File: src/rtl/rwstack_pkg.sv
// Shared op encodings for the read/write stack command front-end.
package rwstack_pkg;

    localparam int unsigned OP_W = 2;

    typedef enum logic [OP_W-1:0] {
        OP_PEEK  = 2'b00,
        OP_PUSH  = 2'b01,
        OP_POP   = 2'b10,
        OP_CLEAR = 2'b11
    } op_e;

endpackage

File: src/rtl/rwstack_cmd_if_if.sv
// Command and response valid/ready streams of the stack front-end.
interface rwstack_cmd_if_if
    import rwstack_pkg::*;
#(
    parameter int unsigned WIDTH = 32
);

    logic            i_cmd_valid;
    logic            o_cmd_ready;
    logic [OP_W-1:0] i_cmd_op;
    logic [WIDTH-1:0] i_cmd_data;
    logic            o_rsp_valid;
    logic            i_rsp_ready;
    logic [WIDTH-1:0] o_rsp_data;
    logic            o_rsp_err;

    modport slave (
        input  i_cmd_valid, i_cmd_op, i_cmd_data, i_rsp_ready,
        output o_cmd_ready, o_rsp_valid, o_rsp_data, o_rsp_err
    );

    modport master (
        output i_cmd_valid, i_cmd_op, i_cmd_data, i_rsp_ready,
        input  o_cmd_ready, o_rsp_valid, o_rsp_data, o_rsp_err
    );

endinterface

File: src/rtl/rwstack_rsp_slot.sv
// One-entry response register; a new load overwrites the entry even while it drains.
module rwstack_rsp_slot #(
    parameter int unsigned W = 33
) (
    input  logic         i_clk,
    input  logic         i_reset,
    input  logic         i_load,
    input  logic [W-1:0] i_data,
    input  logic         i_ready,
    output logic         o_valid,
    output logic [W-1:0] o_data
);

    always_ff @(posedge i_clk) begin
        if (i_reset) begin
            o_valid <= 1'b0;
            o_data  <= '0;
        end else begin
            if (i_load) begin
                o_valid <= 1'b1;
                o_data  <= i_data;
            end else if (i_ready) begin
                o_valid <= 1'b0;
            end
        end
    end

endmodule

File: src/rtl/rwstack_cmd_if.sv
// Stack command front-end: turns PEEK/PUSH/POP/CLEAR commands into stack strobes and responses.
// Define RWSTACK_CMD_ERR_RSP_EN to return error responses for full/empty misuse.
module rwstack_cmd_if
    import rwstack_pkg::*;
#(
    parameter int unsigned WIDTH     = 32,
    parameter int unsigned DEPTHBITS = 8
) (
    input  logic                 i_clk,
    input  logic                 i_reset,
    rwstack_cmd_if_if.slave      cmd_bus,
    output logic                 o_stk_enable,
    output logic                 o_stk_push,
    output logic                 o_stk_pop,
    output logic                 o_stk_sreset,
    output logic [WIDTH-1:0]     o_stk_din,
    input  logic [WIDTH-1:0]     i_stk_top,
    input  logic                 i_stk_empty,
    input  logic                 i_stk_full,
    output logic [DEPTHBITS:0]   o_count
);

    localparam int unsigned CNT_W = DEPTHBITS + 1;
    localparam logic [CNT_W-1:0] CNT_MAX = CNT_W'((1 << DEPTHBITS) + 1);

`ifdef RWSTACK_CMD_ERR_RSP_EN
    localparam bit ERR_RSP_EN = 1'b1;
`else
    localparam bit ERR_RSP_EN = 1'b0;
`endif

    logic             is_peek, is_push, is_pop, is_clear, is_rd;
    logic             slot_free, push_err, cmd_ready, fire, stack_op, rsp_load;
    logic             settle;
    logic [CNT_W-1:0] count;
    logic [WIDTH:0]   rsp_din;
    logic [WIDTH:0]   rsp_q;
    logic             rsp_valid;

    // Acceptance: reads wait out the RAM latency and need a free slot.
    always_comb begin
        is_peek   = (cmd_bus.i_cmd_op == OP_PEEK);
        is_push   = (cmd_bus.i_cmd_op == OP_PUSH);
        is_pop    = (cmd_bus.i_cmd_op == OP_POP);
        is_clear  = (cmd_bus.i_cmd_op == OP_CLEAR);
        is_rd     = is_peek | is_pop;
        slot_free = ~rsp_valid | cmd_bus.i_rsp_ready;
        push_err  = ERR_RSP_EN & is_push & i_stk_full;
        cmd_ready = 1'b1;
        if (i_reset) begin
            cmd_ready = 1'b0;
        end else if (is_rd) begin
            cmd_ready = ~settle & slot_free;
        end else if (push_err) begin
            cmd_ready = slot_free;
        end
        fire = cmd_bus.i_cmd_valid & cmd_ready;
    end

    assign o_stk_enable = fire;
    assign o_stk_push   = fire & is_push & ~i_stk_full;
    assign o_stk_pop    = fire & is_pop & ~i_stk_empty;
    assign o_stk_sreset = fire & is_clear;
    assign o_stk_din    = cmd_bus.i_cmd_data;
    assign stack_op     = o_stk_push | o_stk_pop | o_stk_sreset;
    assign rsp_load     = fire & (is_rd | push_err);

    // Response payload is {err, data}; an empty stack reads as zero.
    always_comb begin
        rsp_din = {1'b0, i_stk_top};
        if (push_err) begin
            rsp_din = {1'b1, cmd_bus.i_cmd_data};
        end else if (i_stk_empty) begin
            rsp_din = {1'(ERR_RSP_EN), WIDTH'(0)};
        end
    end

    always_ff @(posedge i_clk) begin
        if (i_reset) begin
            settle <= 1'b0;
            count  <= '0;
        end else begin
            settle <= stack_op;
            if (o_stk_sreset) begin
                count <= '0;
            end else if (o_stk_push && (count != CNT_MAX)) begin
                count <= count + CNT_W'(1);
            end else if (o_stk_pop && (count != '0)) begin
                count <= count - CNT_W'(1);
            end
        end
    end

    rwstack_rsp_slot #(
        .W (WIDTH + 1)
    ) u_rsp_slot (
        .i_clk   (i_clk),
        .i_reset (i_reset),
        .i_load  (rsp_load),
        .i_data  (rsp_din),
        .i_ready (cmd_bus.i_rsp_ready),
        .o_valid (rsp_valid),
        .o_data  (rsp_q)
    );

    assign cmd_bus.o_cmd_ready = cmd_ready;
    assign cmd_bus.o_rsp_valid = rsp_valid;
    assign cmd_bus.o_rsp_data  = rsp_q[WIDTH-1:0];
    assign cmd_bus.o_rsp_err   = rsp_q[WIDTH];
    assign o_count             = count;

endmodule

File: src/flat_wrapper.sv
// flat-port wrapper written by rule: the top's interface ports become plain ports
module rwstack_cmd_if_flat import rwstack_pkg::*;
#(
    parameter int unsigned WIDTH     = 32,
    parameter int unsigned DEPTHBITS = 8
)
  (i_clk, i_reset, o_stk_enable, o_stk_push, o_stk_pop, o_stk_sreset, o_stk_din, i_stk_top, i_stk_empty, i_stk_full, o_count, cmd_bus_i_cmd_valid, cmd_bus_i_cmd_op, cmd_bus_i_cmd_data, cmd_bus_i_rsp_ready, cmd_bus_o_cmd_ready, cmd_bus_o_rsp_valid, cmd_bus_o_rsp_data, cmd_bus_o_rsp_err);
  rwstack_cmd_if_if #(.WIDTH(WIDTH)) cmd_bus_i ();
  input  logic i_clk;
  input  logic i_reset;
  output logic o_stk_enable;
  output logic o_stk_push;
  output logic o_stk_pop;
  output logic o_stk_sreset;
  output logic [WIDTH-1:0] o_stk_din;
  input  logic [WIDTH-1:0] i_stk_top;
  input  logic i_stk_empty;
  input  logic i_stk_full;
  output logic [DEPTHBITS:0] o_count;
  input wire logic [$bits(cmd_bus_i.i_cmd_valid)-1:0] cmd_bus_i_cmd_valid;
  input wire logic [$bits(cmd_bus_i.i_cmd_op)-1:0] cmd_bus_i_cmd_op;
  input wire logic [$bits(cmd_bus_i.i_cmd_data)-1:0] cmd_bus_i_cmd_data;
  input wire logic [$bits(cmd_bus_i.i_rsp_ready)-1:0] cmd_bus_i_rsp_ready;
  output wire logic [$bits(cmd_bus_i.o_cmd_ready)-1:0] cmd_bus_o_cmd_ready;
  output wire logic [$bits(cmd_bus_i.o_rsp_valid)-1:0] cmd_bus_o_rsp_valid;
  output wire logic [$bits(cmd_bus_i.o_rsp_data)-1:0] cmd_bus_o_rsp_data;
  output wire logic [$bits(cmd_bus_i.o_rsp_err)-1:0] cmd_bus_o_rsp_err;
  assign cmd_bus_i.i_cmd_valid = cmd_bus_i_cmd_valid;
  assign cmd_bus_i.i_cmd_op = cmd_bus_i_cmd_op;
  assign cmd_bus_i.i_cmd_data = cmd_bus_i_cmd_data;
  assign cmd_bus_i.i_rsp_ready = cmd_bus_i_rsp_ready;
  assign cmd_bus_o_cmd_ready = cmd_bus_i.o_cmd_ready;
  assign cmd_bus_o_rsp_valid = cmd_bus_i.o_rsp_valid;
  assign cmd_bus_o_rsp_data = cmd_bus_i.o_rsp_data;
  assign cmd_bus_o_rsp_err = cmd_bus_i.o_rsp_err;
  rwstack_cmd_if #(.WIDTH(WIDTH), .DEPTHBITS(DEPTHBITS)) u_core (.i_clk(i_clk), .i_reset(i_reset), .cmd_bus(cmd_bus_i), .o_stk_enable(o_stk_enable), .o_stk_push(o_stk_push), .o_stk_pop(o_stk_pop), .o_stk_sreset(o_stk_sreset), .o_stk_din(o_stk_din), .i_stk_top(i_stk_top), .i_stk_empty(i_stk_empty), .i_stk_full(i_stk_full), .o_count(o_count));
endmodule
File: config.mk
export PLATFORM = sky130hd
export DESIGN_NAME = rwstack_cmd_if_flat
export DESIGN_NICKNAME = d
export VERILOG_FILES = /design/src/rtl/rwstack_pkg.sv /design/src/rtl/rwstack_cmd_if_if.sv /design/src/rtl/rwstack_rsp_slot.sv /design/src/rtl/rwstack_cmd_if.sv /design/src/flat_wrapper.sv
export SDC_FILE = /design/constraint.sdc
export NUM_CORES = 1
export LEC_CHECK = 0
export BUFFER_PORTS_ARGS = -buffer_cell sky130_fd_sc_hd__buf_4
export CAP_MARGIN = 20
export CORE_MARGIN = 1.5
export CORE_UTILIZATION = 42
export CTS_BUF_LIST = sky130_fd_sc_hd__clkbuf_16
export CTS_CLUSTER_SIZE = 10
export DETAILED_ROUTE_END_ITERATION = 16
export PLACE_DENSITY = 0.76
export SETUP_SLACK_MARGIN = 0.3
export SYNTH_ARGS = -nofsm -noshare
export SYNTH_HDL_FRONTEND = slang
export SYNTH_SLANG_ARGS = --single-unit
File: constraint.sdc
create_clock -name i_clk -period 2.6 [get_ports i_clk]
set_input_delay 0 -clock i_clk [delete_from_list [all_inputs] [get_ports i_clk]]
set_output_delay 0 -clock i_clk [all_outputs]
set_load 0.01 [all_outputs]
-- Word level (Yosys, flattened, before mapping)
Index checks and enable logic that the tools add are counted.
- input port bits: 72
- word-level logic and storage cells: 40
- register bits: 44
- output and inout bits: 80
- bitwise operators: 16
- muxes and demuxes: 7
- add/subtract/negate cells: 2
- reduce and logical (&&, ||, !) cells: 7
- eq/ne operators: 4
- operators by type and width (cell ; number):
    2-to-1 mux 32 bit ; 1
    2-to-1 mux 9 bit ; 2
    adder 9 x 1 -> 9 bit, second input constant ; 1
    != test 9 bit, second input constant ; 1
    nonzero test 9 bit ; 1
    subtractor 9 x 1 -> 9 bit, second input constant ; 1
    bitwise AND 1 bit ; 8
    equality test 2 bit, second input constant ; 2
    2-to-1 mux 1 bit ; 4
    NOT 1 bit ; 4
    bitwise OR 1 bit ; 4
    nonzero test 2 bit ; 2
    equality test 2 x 1 -> 1 bit, second input constant ; 1
    logical AND 1 bit ; 2
    zero test 2 bit ; 1
    OR reduction 2 bit ; 1

-- Depth between registers and ports, before layout
Gate-level depths: netlist of the first run.
- word-level depth: 11
- gate-level depth with buffers: 10
- gate-level depth less buffers: 10

-- Cells and area by module
A second synthesis of the first run with hierarchy kept.
- cells, all modules: 287
- area total of the unflattened synthesis: 2552.4 µm²
- by module, submodules not included (module ; area an instance (µm²) ; cells an instance ; sequential area each (µm²) ; times used):
    rwstack_cmd_if ; 1313.8 ; 176 ; 200.2 ; 1
    rwstack_rsp_slot ; 1238.7 ; 111 ; 680.7 ; 1

-- Worst setup path before layout of the first run
No wires, ideal clock.
- path kind: flip-flop to flip-flop
- start: reg u_core.count[5], in the netlist u_core.o_count[5]
- end: reg u_core.count[8], in the netlist u_core.o_count[8]
- library setup time: 72 ps
- required time: 2528 ps
- cell stages (with the launch flop): 10
- path slack: 205 ps
- data arrival time: 2324 ps
- path buffers: 0
- period minus slack after synthesis: 2395 ps
- cells stage by stage: dfxtp_1 nor4_2 nand4_1 nand2_1 ha_1 nor2b_1 o31a_1 o21ai_0 mux2i_1 mux2i_1
- cells in the longest elaborated chain, start to end: 3
- elaborated cells between the ends (all ways): 9
- classes of those cells: add/sub: 2; eq/ne: 1; mux: 2; reduce/logical: 4
- RTL lines (what ; RTL line ; text):
    start, declared ; rwstack_cmd_if.sv:35 ; logic [CNT_W-1:0] count;
    start signal, assigned ; rwstack_cmd_if.sv:87 ; count <= count + CNT_W'(1);
    start signal, assigned ; rwstack_cmd_if.sv:89 ; count <= count - CNT_W'(1);
    subtractor 9 x 1 -> 9 bit, or another cell as far along ; rwstack_cmd_if.sv:89 ;
    2-to-1 mux 9 bit, or another cell as far along ; rwstack_cmd_if.sv:88 ; end else if (o_stk_pop && (count != '0)) begin
    2-to-1 mux 9 bit or nonzero test 2 bit (tied branches) ; -- ;
Several ways; a longest one is shown, not always the timed one. The select of a mux whose other input is x is not followed.
A chain may end at the register's enable or synchronous reset.

-- Worst setup path in the final report of the first run
- start: reg u_core.count[1], in the netlist u_core.o_count[1]
- end: reg u_core.count[8], in the netlist u_core.o_count[8]
The elaborated chain is that of the path after synthesis.

==> metrics.txt, run 1 <==
# TYPE chip_impl_metric gauge
chip_impl_info{name="outcome",value="completed"} 1
chip_impl_metric{name="skew",unit="ns"} 0.00728
chip_impl_metric{name="regToRegSetupSlack",unit="ns"} 0.26
chip_impl_metric{name="floorplan.initialDensity",unit="%"} 43.0
chip_impl_metric{name="postSynth.asyncResetShare",unit="%"} 0
chip_impl_metric{name="report.final.hold_viol_count",unit=""} 0
chip_impl_metric{name="mappedNetlistArea",unit="um^2"} 2360
chip_impl_metric{name="whs_path_depth",unit=""} 0
chip_impl_metric{name="htree_num_levels",unit=""} 2
chip_impl_metric{name="postSynthNetCount",unit=""} 373
chip_impl_metric{name="via_count",unit=""} 2255
chip_impl_metric{name="placeableCoreArea",unit="um^2"} 5470
chip_impl_metric{name="drive_gt1_share",unit="%"} 36.1
chip_impl_metric{name="via_count_of_the_first_global_routing_pass",unit=""} 2141
chip_impl_metric{name="achievable-frequency",unit="GHz"} 0.428
chip_impl_metric{name="drt_pass_1_iters",unit=""} 4
chip_impl_metric{name="post-route-min-period",unit="ns"} 2.34
chip_impl_metric{name="final_min_period_over_clock_period",unit="%"} 89.9
chip_impl_metric{name="finalNetCount",unit=""} 442
chip_impl_metric{name="die-width",unit="um"} 77.9
chip_impl_metric{name="cts_sinks",unit=""} 43
chip_impl_metric{name="floorplan.die.height",unit="um"} 77.9
chip_impl_metric{name="critPathMaxFanout",unit=""} 4
chip_impl_info{name="critical_hold_path_startpoint",value="cmd_bus_i_cmd_data[2]"} 1
chip_impl_metric{name="drcViolationCount",unit=""} 0
chip_impl_metric{name="cp.arrival",unit="ns"} 2.55
chip_impl_info{name="clock_tree_from_tritoncts",value="done"} 1
chip_impl_metric{name="antenna_cells_inserted",unit=""} 0
chip_impl_metric{name="num_rows",unit=""} 27
chip_impl_metric{name="post_drt_via_cell_ratio",unit=""} 5.18
chip_impl_metric{name="placement.io_buffers",unit=""} 86
chip_impl_metric{name="yosysWarnings",unit=""} 0
chip_impl_metric{name="synth_compound_area_share",unit="%"} 13.8
chip_impl_metric{name="numCtsBuffers",unit=""} 5
chip_impl_metric{name="synth_sequential_area_ratio",unit="%"} 36.5
chip_impl_metric{name="largest_net_degree_at_the_start_of_global_routing",unit=""} 39
chip_impl_metric{name="ioPinCount",unit=""} 152
chip_impl_metric{name="worst-r2r-cell-count",unit=""} 10
chip_impl_info{name="launch_point_of_the_worst_reg_to_reg_path",value="u_core.o_count[1]"} 1
chip_impl_metric{name="finalCoreUtilization",unit="%"} 60.5
chip_impl_metric{name="ff_latch_area",unit="um^2"} 866
chip_impl_info{name="hold_path.class",value="input pin to output port"} 1
chip_impl_metric{name="yosys.area_share.adder",unit="%"} 4.57
chip_impl_metric{name="die_area",unit="um^2"} 6070
chip_impl_metric{name="area_growth_syn_to_layout",unit="%"} 40.5
chip_impl_info{name="combinational_family_with_the_most_area_after_synthesis",value="simple AND/OR/NAND/NOR gates"} 1
chip_impl_metric{name="synth-seq-cells",unit=""} 43
chip_impl_metric{name="initial_antenna_violation_count",unit=""} 0
chip_impl_info{name="layout.cells.most_common_list",value="sky130_fd_sc_hd__buf_4, sky130_fd_sc_hd__nand2_1, sky130_fd_sc_hd__dfxtp_1"} 1
chip_impl_metric{name="fin_setup_tns",unit="ns"} 0
chip_impl_metric{name="power_density",unit="nW/um^2"} 497
chip_impl_metric{name="finalPower",unit="mW"} 1.65
chip_impl_metric{name="wire_length_per_cell",unit="um"} 14.3
chip_impl_metric{name="proportion_of_synthesized_area_in_mux_cells",unit="%"} 2.12
chip_impl_metric{name="post_synth_and_or_nand_nor_area_fraction",unit="%"} 27.5
chip_impl_metric{name="cts-root-to-sink-buffers",unit=""} 2
chip_impl_metric{name="grt_pass1_wl",unit="mm"} 9.91
chip_impl_metric{name="vdd_ir_drop_max",unit="mV"} 0.266
chip_impl_info{name="root_buffer",value="sky130_fd_sc_hd__clkbuf_16"} 1
chip_impl_metric{name="drt.antenna.violating_nets",unit=""} 0
chip_impl_metric{name="slew_viol_final",unit=""} 0
chip_impl_info{name="worst_setup_path_end_kind",value="register"} 1
chip_impl_metric{name="syn_avg_cell_area",unit="um^2"} 8.04
chip_impl_info{name="hold-path-endpoint",value="o_stk_din[2]"} 1
chip_impl_info{name="rsz0062_at_grt",value="yes"} 1
chip_impl_metric{name="synth_cells",unit=""} 293
chip_impl_metric{name="gr-total-overflow",unit=""} 0
chip_impl_metric{name="critical_path_required",unit="ns"} 2.81
chip_impl_metric{name="synth_enable_flop_cells",unit=""} 0
chip_impl_info{name="start_kind",value="register"} 1
chip_impl_metric{name="timing.max_cap.violations",unit=""} 0
chip_impl_metric{name="static_leakage",unit="nW"} 1.40
chip_impl_metric{name="route.final.wire_length",unit="mm"} 6.23
chip_impl_metric{name="multiInputGateArea",unit="um^2"} 1290
chip_impl_info{name="layout.cells.most_common",value="sky130_fd_sc_hd__buf_4"} 1
chip_impl_metric{name="post_synth_num_cell_types",unit=""} 34
chip_impl_metric{name="grt_total_usage",unit="%"} 20.0
chip_impl_metric{name="dr.first_iter.drc_count",unit=""} 83
chip_impl_metric{name="globalplace.congestion",unit=""} 0.832
chip_impl_info{name="worst_setup_path_startpoint",value="u_core.o_count[1]"} 1
chip_impl_info{name="postSynth.topFlopCell",value="sky130_fd_sc_hd__dfxtp_1"} 1
chip_impl_metric{name="worst_skew_pair.late_latency",unit="ns"} 0.28
chip_impl_metric{name="fill_cells",unit=""} 485
chip_impl_metric{name="clkTransAtPathRegs",unit="ns"} 0.06
chip_impl_info{name="worst_r2r_endpoint",value="u_core.o_count[8]"} 1
chip_impl_metric{name="timing.final.setup_violations",unit=""} 0
chip_impl_info{name="worstSetupPathType",value="register to register"} 1
chip_impl_metric{name="detailedPlacementHpwl",unit="mm"} 4.09
chip_impl_metric{name="post_synth_xor_area_fraction",unit="%"} 1.12
[per-layer routing]
layer / wire [um] / GRT usage, %
met4: 103 / 6.61
met5: 0 / 0
met2: 3220 / 36.7
met3: 366 / 4.59
met1: 2540 / 22.6
[report_power, final]
part	leakage, nW	internal [mW]	switching, mW
clock network	0.0812	0.448	0.247
logic	0.967	0.143	0.121
registers	0.349	0.674	0.0131
[how the worst max path moves through the flow]
stage	endpoint	slack, ns	cells after the start
2_1_floorplan	u_core.o_count[8]	0.32	9
3_3_place_gp	u_core.o_count[8]	0.19	9
3_5_place_dp	u_core.o_count[8]	0.05	9
4_1_cts	u_core.o_count[8]	0.27	10
5_1_grt	u_core.o_count[8]	0.08	10
6_report	u_core.o_count[8]	0.26	10
[critical path: stages (launching register included)]
cell	delay, ns
sky130_fd_sc_hd__dfxtp_4	0.36
sky130_fd_sc_hd__nor4_4	0.29
sky130_fd_sc_hd__nand4_1	0.21
sky130_fd_sc_hd__nand2_4	0.16
sky130_fd_sc_hd__inv_1	0.07
sky130_fd_sc_hd__fa_2	0.37
sky130_fd_sc_hd__nor2b_4	0.14
sky130_fd_sc_hd__o31a_1	0.21
sky130_fd_sc_hd__o21ai_2	0.08
sky130_fd_sc_hd__mux2i_1	0.19
sky130_fd_sc_hd__mux2i_1	0.20
[kinds of logic (layout without fill, tap and decap cells)]
kind of cell	count (synthesis)	after routing
adder cells (fa/ha/maj)	8	8
buffers and inverters	55	125
multiplexers	5	5
XOR/XNOR	3	3
flip-flops	43	43
AO/OA/AOI/OAI	58	58
AND/OR/NAND/NOR	120	120
other	1	1
[synth_stat cells (2+ instances only)]
cell	instances	area share (%)
sky130_fd_sc_hd__a21oi_1	38	8.1
sky130_fd_sc_hd__nor2_1	22	3.5
sky130_fd_sc_hd__clkbuf_1	16	2.5
sky130_fd_sc_hd__mux2i_1	5	2.1
sky130_fd_sc_hd__o21ai_0	9	1.9
sky130_fd_sc_hd__nand2_1	44	7.0
sky130_fd_sc_hd__nand3b_1	34	11
sky130_fd_sc_hd__buf_4	34	11
sky130_fd_sc_hd__nor3_1	5	1.1
sky130_fd_sc_hd__nor2b_1	4	1.1
sky130_fd_sc_hd__inv_1	5	0.80
sky130_fd_sc_hd__a211oi_1	3	0.96
sky130_fd_sc_hd__xnor2_1	2	0.74
sky130_fd_sc_hd__nand3_1	3	0.64
sky130_fd_sc_hd__dfxtp_1	43	37
sky130_fd_sc_hd__ha_1	7	3.7
sky130_fd_sc_hd__a21o_1	2	0.64
[registers in the layout (all words and copies together), names as in the netlist]
register,count
u_core.u_rsp_slot.o_valid,1
u_core.u_rsp_slot.o_data,32
u_core.settle,1
u_core.o_count,9
[final cells by class]
type	instances	share of cell area, %
Multi-Input combinational cell	195	38.9
Timing Repair Buffer	112	26.7
Inverter	5	0.567
Sequential cell	43	26.2
Tap cell	72	2.72
Clock inverter	3	1.17
Clock buffer	5	3.78
[stage by stage]
step	setup slack (ns)	hold WS, ns	instances	instance area, um^2
floorplan	0.316	0.0716	293	2360
global placement	0.191	0.0000686	407	2820
detailed placement	0.0463	0.0000686	407	2820
CTS	0.273	0.0000686	433	3260
global route	0.0838	-0.00140	435	3310
finish	0.263	0.00000392	435	3310
[what timing repair did]
item / in CTS / in global routing
endpoints found under the hold margin: 12 / 1
setup buffers: 5 / 1
gates cloned: 0 / 0
hold buffers: 13 / 1
gates resized for setup: 18 / 10
pin swaps: 9 / 4
setup endpoints to repair: 4 / 5
Power figures use the tool's default switching activity.
==> run 2: changes to the inputs <==
ABC_AREA = 1   (was not set)
==> run 2 against run 1 <==
  * First-iteration DRC count fell by 24%
  * Clock skew fell by 0.0033 ns
  * Worst setup slack improved by 0.23 ns
  * Wire length fell by 4.8%
  * Final area fell by 1.7%
  * Sequential cell count did not move
  * Die area fell by 2.8%
  * Worst hold slack barely moved
  * Global-route usage rose by 0.19 points
  * Power rose by 0.20%
  * Area after synthesis fell by 2.9%
  * Core utilization rose by 2.4 points
  * Critical path type unchanged
==> metrics.txt, run 2 <==
# TYPE chip_impl_metric gauge
chip_impl_metric{name="drive_gt1_share",unit="%"} 30.8
chip_impl_metric{name="via_count_of_the_first_global_routing_pass",unit=""} 2139
chip_impl_metric{name="critical_path_buf_inv_count",unit=""} 2
chip_impl_metric{name="skew",unit="ns"} 0.00401
chip_impl_metric{name="timing.max_cap.violations",unit=""} 0
chip_impl_metric{name="fill_cells",unit=""} 421
chip_impl_info{name="worst_setup_path_end_kind",value="register"} 1
chip_impl_metric{name="global_route.usage.met2",unit="%"} 36.5
chip_impl_metric{name="fin_setup_tns",unit="ns"} 0
chip_impl_metric{name="post_drt_via_cell_ratio",unit=""} 4.76
chip_impl_metric{name="postSynthNetCount",unit=""} 381
chip_impl_metric{name="ioPinCount",unit=""} 152
chip_impl_metric{name="ff_latch_area",unit="um^2"} 862
chip_impl_metric{name="finalNetCount",unit=""} 469
chip_impl_info{name="hold_path.class",value="input pin to output port"} 1
chip_impl_info{name="yosys.area.top_type",value="sky130_fd_sc_hd__dfxtp_1"} 1
chip_impl_metric{name="power_density",unit="nW/um^2"} 506
chip_impl_metric{name="clkTransAtPathRegs",unit="ns"} 0.06
chip_impl_metric{name="cts_sinks",unit=""} 43
chip_impl_info{name="cpLargestDelayFamily",value="simple AND/OR/NAND/NOR gates"} 1
chip_impl_metric{name="static_leakage",unit="nW"} 1.47
chip_impl_metric{name="num_rows",unit=""} 26
chip_impl_metric{name="multiInputGateArea",unit="um^2"} 1040
chip_impl_metric{name="die-width",unit="um"} 76.8
chip_impl_info{name="largest_register",value="u_core.u_rsp_slot.o_data"} 1
chip_impl_metric{name="worst-r2r-cell-count",unit=""} 12
chip_impl_metric{name="cp.arrival",unit="ns"} 2.29
chip_impl_metric{name="mappedNetlistArea",unit="um^2"} 2290
chip_impl_info{name="worst_setup_path_startpoint",value="u_core.o_count[2]"} 1
chip_impl_metric{name="final_min_period_over_clock_period",unit="%"} 81.2
chip_impl_info{name="clock_tree_from_tritoncts",value="done"} 1
chip_impl_info{name="postSynth.topFlopCell",value="sky130_fd_sc_hd__dfxtp_1"} 1
chip_impl_metric{name="synth_sequential_area_ratio",unit="%"} 37.6
chip_impl_info{name="cp_common_cell",value="sky130_fd_sc_hd__nor2_1"} 1
chip_impl_metric{name="antenna_cells_inserted",unit=""} 0
chip_impl_metric{name="yosysWarnings",unit=""} 0
chip_impl_metric{name="postSynth.asyncResetShare",unit="%"} 0
chip_impl_metric{name="grt_total_usage",unit="%"} 20.2
chip_impl_metric{name="critical_path_depth",unit=""} 12
chip_impl_metric{name="numCtsBuffers",unit=""} 5
chip_impl_metric{name="vdd_ir_drop_max",unit="mV"} 0.270
chip_impl_metric{name="worst_path_largest_cell_delay",unit="ns"} 0.41
chip_impl_metric{name="synth-seq-cells",unit=""} 43
chip_impl_metric{name="post_synth_num_cell_types",unit=""} 34
chip_impl_metric{name="m3_gr_usage",unit="%"} 4.64
chip_impl_info{name="launch_point_of_the_worst_reg_to_reg_path",value="u_core.o_count[2]"} 1
chip_impl_metric{name="critPathMaxFanout",unit=""} 11
chip_impl_metric{name="htree_num_levels",unit=""} 2
chip_impl_metric{name="largest_net_degree_at_the_start_of_global_routing",unit=""} 36
chip_impl_info{name="start_kind",value="register"} 1
chip_impl_metric{name="largest_reg_flops",unit=""} 32
chip_impl_metric{name="timing.final.setup_violations",unit=""} 0
chip_impl_metric{name="regToRegSetupSlack",unit="ns"} 0.49
chip_impl_metric{name="initial_antenna_violation_count",unit=""} 0
chip_impl_metric{name="syn_avg_cell_area",unit="um^2"} 7.60
chip_impl_info{name="critPathSlowestCell",value="sky130_fd_sc_hd__fa_1"} 1
chip_impl_metric{name="gr-total-overflow",unit=""} 0
chip_impl_info{name="layout.cells.most_common",value="sky130_fd_sc_hd__buf_4"} 1
chip_impl_info{name="post-synth-top-count-cell",value="sky130_fd_sc_hd__nand2_1"} 1
chip_impl_metric{name="placement.io_buffers",unit=""} 86
chip_impl_info{name="busiest_layer",value="met2"} 1
chip_impl_info{name="outcome",value="completed"} 1
chip_impl_metric{name="synth_enable_flop_cells",unit=""} 0
chip_impl_metric{name="area_growth_syn_to_layout",unit="%"} 42.3
chip_impl_metric{name="wire_length_per_cell",unit="um"} 12.9
chip_impl_metric{name="worst_skew_pair.late_latency",unit="ns"} 0.28
chip_impl_metric{name="floorplan.die.height",unit="um"} 76.8
chip_impl_metric{name="achievable-frequency",unit="GHz"} 0.473
chip_impl_metric{name="detailedPlacementHpwl",unit="mm"} 3.75
chip_impl_metric{name="report.final.hold_viol_count",unit=""} 0
chip_impl_metric{name="grt_pass1_wl",unit="mm"} 9.65
chip_impl_metric{name="synth_cells",unit=""} 301
chip_impl_info{name="synth_commonest_cells",value="sky130_fd_sc_hd__nand2_1, sky130_fd_sc_hd__dfxtp_1, sky130_fd_sc_hd__a21oi_1, sky130_fd_sc_hd__buf_4, sky130_fd_sc_hd__nor2_1"} 1
chip_impl_metric{name="critical_path_required",unit="ns"} 2.78
chip_impl_metric{name="dr.first_iter.drc_count",unit=""} 63
chip_impl_info{name="critical_path.endpoint",value="u_core.o_count[6]"} 1
chip_impl_metric{name="globalplace.congestion",unit=""} 0.813
chip_impl_metric{name="drt_pass_1_iters",unit=""} 4
chip_impl_metric{name="post-route-min-period",unit="ns"} 2.11
chip_impl_info{name="layout.cells.most_common_list",value="sky130_fd_sc_hd__buf_4, sky130_fd_sc_hd__nand2_1, sky130_fd_sc_hd__dfxtp_1"} 1
chip_impl_info{name="worstSetupPathType",value="register to register"} 1
chip_impl_metric{name="grt.met1_usage",unit="%"} 22.1
chip_impl_metric{name="route.final.wire_length",unit="mm"} 5.93
chip_impl_metric{name="die_area",unit="um^2"} 5900
chip_impl_info{name="timing.critical_path.cells",value="nor2_1 -> inv_1 -> nor2_1 -> nand2_1 -> nand2_4 -> inv_1 -> fa_1 -> o21ai_2 -> a21oi_1 -> xnor2_1 -> nor2_1 -> nor2_1"} 1
chip_impl_info{name="rsz0062_at_grt",value="no"} 1
chip_impl_info{name="worst_r2r_endpoint",value="u_core.o_count[6]"} 1
chip_impl_metric{name="synth_top_area_share",unit="%"} 37.6
chip_impl_metric{name="drt.antenna.violating_nets",unit=""} 0
chip_impl_metric{name="floorplan.initialDensity",unit="%"} 44.2
chip_impl_metric{name="via_count",unit=""} 2188
chip_impl_metric{name="finalCoreUtilization",unit="%"} 62.9
chip_impl_metric{name="drcViolationCount",unit=""} 0
chip_impl_info{name="root_buffer",value="sky130_fd_sc_hd__clkbuf_16"} 1
chip_impl_metric{name="placeableCoreArea",unit="um^2"} 5170
chip_impl_metric{name="slew_viol_final",unit=""} 0
chip_impl_info{name="yosys-top-cells-area",value="sky130_fd_sc_hd__dfxtp_1, sky130_fd_sc_hd__nand2_1, sky130_fd_sc_hd__buf_4"} 1
chip_impl_metric{name="cts-root-to-sink-buffers",unit=""} 2
## run 2: kinds of logic after synthesis
group / after synthesis / share of synthesized area, %
other cells: 1 / 0.164
flops: 43 / 37.6
simple gates: 125 / 24.6
xor+xnor: 6 / 2.30
buf+inv: 64 / 17.2
fa+ha+maj: 8 / 4.70
compound gates: 54 / 13.3
## run 2: worst min-delay path by stage
stage               slack [ns]  depth (start not counted)                    from            end
floorplan                 0.03                          1              i_stk_full     o_stk_push
global placement       0.00007                          0  cmd_bus_i_cmd_data[14]  o_stk_din[14]
detailed placement     0.00007                          0  cmd_bus_i_cmd_data[14]  o_stk_din[14]
CTS                    0.00007                          0  cmd_bus_i_cmd_data[14]  o_stk_din[14]
global route           0.00002                          0  cmd_bus_i_cmd_data[23]  o_stk_din[23]
finish                0.000003                          0  cmd_bus_i_cmd_data[23]  o_stk_din[23]
## run 2: report_power, final
part	leakage [nW]	switching (mW)	total (mW)	internal, mW
registers	0.349	0.0114	0.686	0.674
clock network	0.0838	0.257	0.710	0.453
logic	1.04	0.119	0.253	0.134
## run 2: worst register-to-register path, cell delays in order (launching register included)
cell and delay (ns):
sky130_fd_sc_hd__dfxtp_1 0.34, sky130_fd_sc_hd__nor2_1 0.16, sky130_fd_sc_hd__inv_1 0.05, sky130_fd_sc_hd__nor2_1 0.09, sky130_fd_sc_hd__nand2_1 0.11, sky130_fd_sc_hd__nand2_4 0.16
sky130_fd_sc_hd__inv_1 0.07, sky130_fd_sc_hd__fa_1 0.41, sky130_fd_sc_hd__o21ai_2 0.23, sky130_fd_sc_hd__a21oi_1 0.11, sky130_fd_sc_hd__xnor2_1 0.13, sky130_fd_sc_hd__nor2_1 0.10
sky130_fd_sc_hd__nor2_1 0.05
## run 2: routing by layer
| layer | wire [um] | share of wire, % |
|---|---|---|
| met3 | 399 | 6.7 |
| met4 | 148 | 2.5 |
| met1 | 2410 | 41 |
| met2 | 2970 | 50 |
| met5 | 0 | 0 |
## run 2: area by class of cell
type / count / share of cell area, %
inverter: 21 / 2.50
multi-input combinational: 194 / 32.0
clock buffer: 5 / 3.84
clock inverter: 3 / 1.35
tap: 70 / 2.69
timing repair buffer: 124 / 31.1
sequential: 43 / 26.5
## run 2: through the flow
stage / cells / total power, mW / instance area [um^2] / hold WS [ns] / setup slack [ns]
3_5_place_dp: 416 / 0.904 / 2720 / 0.0000686 / 0.296
6_report: 460 / 1.65 / 3260 / 0.00000345 / 0.488
4_1_cts: 457 / 1.66 / 3220 / 0.0000686 / 0.402
2_1_floorplan: 301 / 0.862 / 2290 / 0.0349 / 0.461
5_1_grt: 460 / 1.73 / 3260 / 0.0000158 / 0.286
3_3_place_gp: 416 / 0.903 / 2720 / 0.0000686 / 0.376
## run 2: repair_timing
item | in CTS | in global routing
buffers inserted | 0 | 3
endpoints found under the setup margin | 2 | 2
pin swaps | 0 | 1
gates resized for setup | 1 | 4
endpoints found under the hold margin | 33 | 0
hold buffers | 33 | 0
cloned | 0 | 0
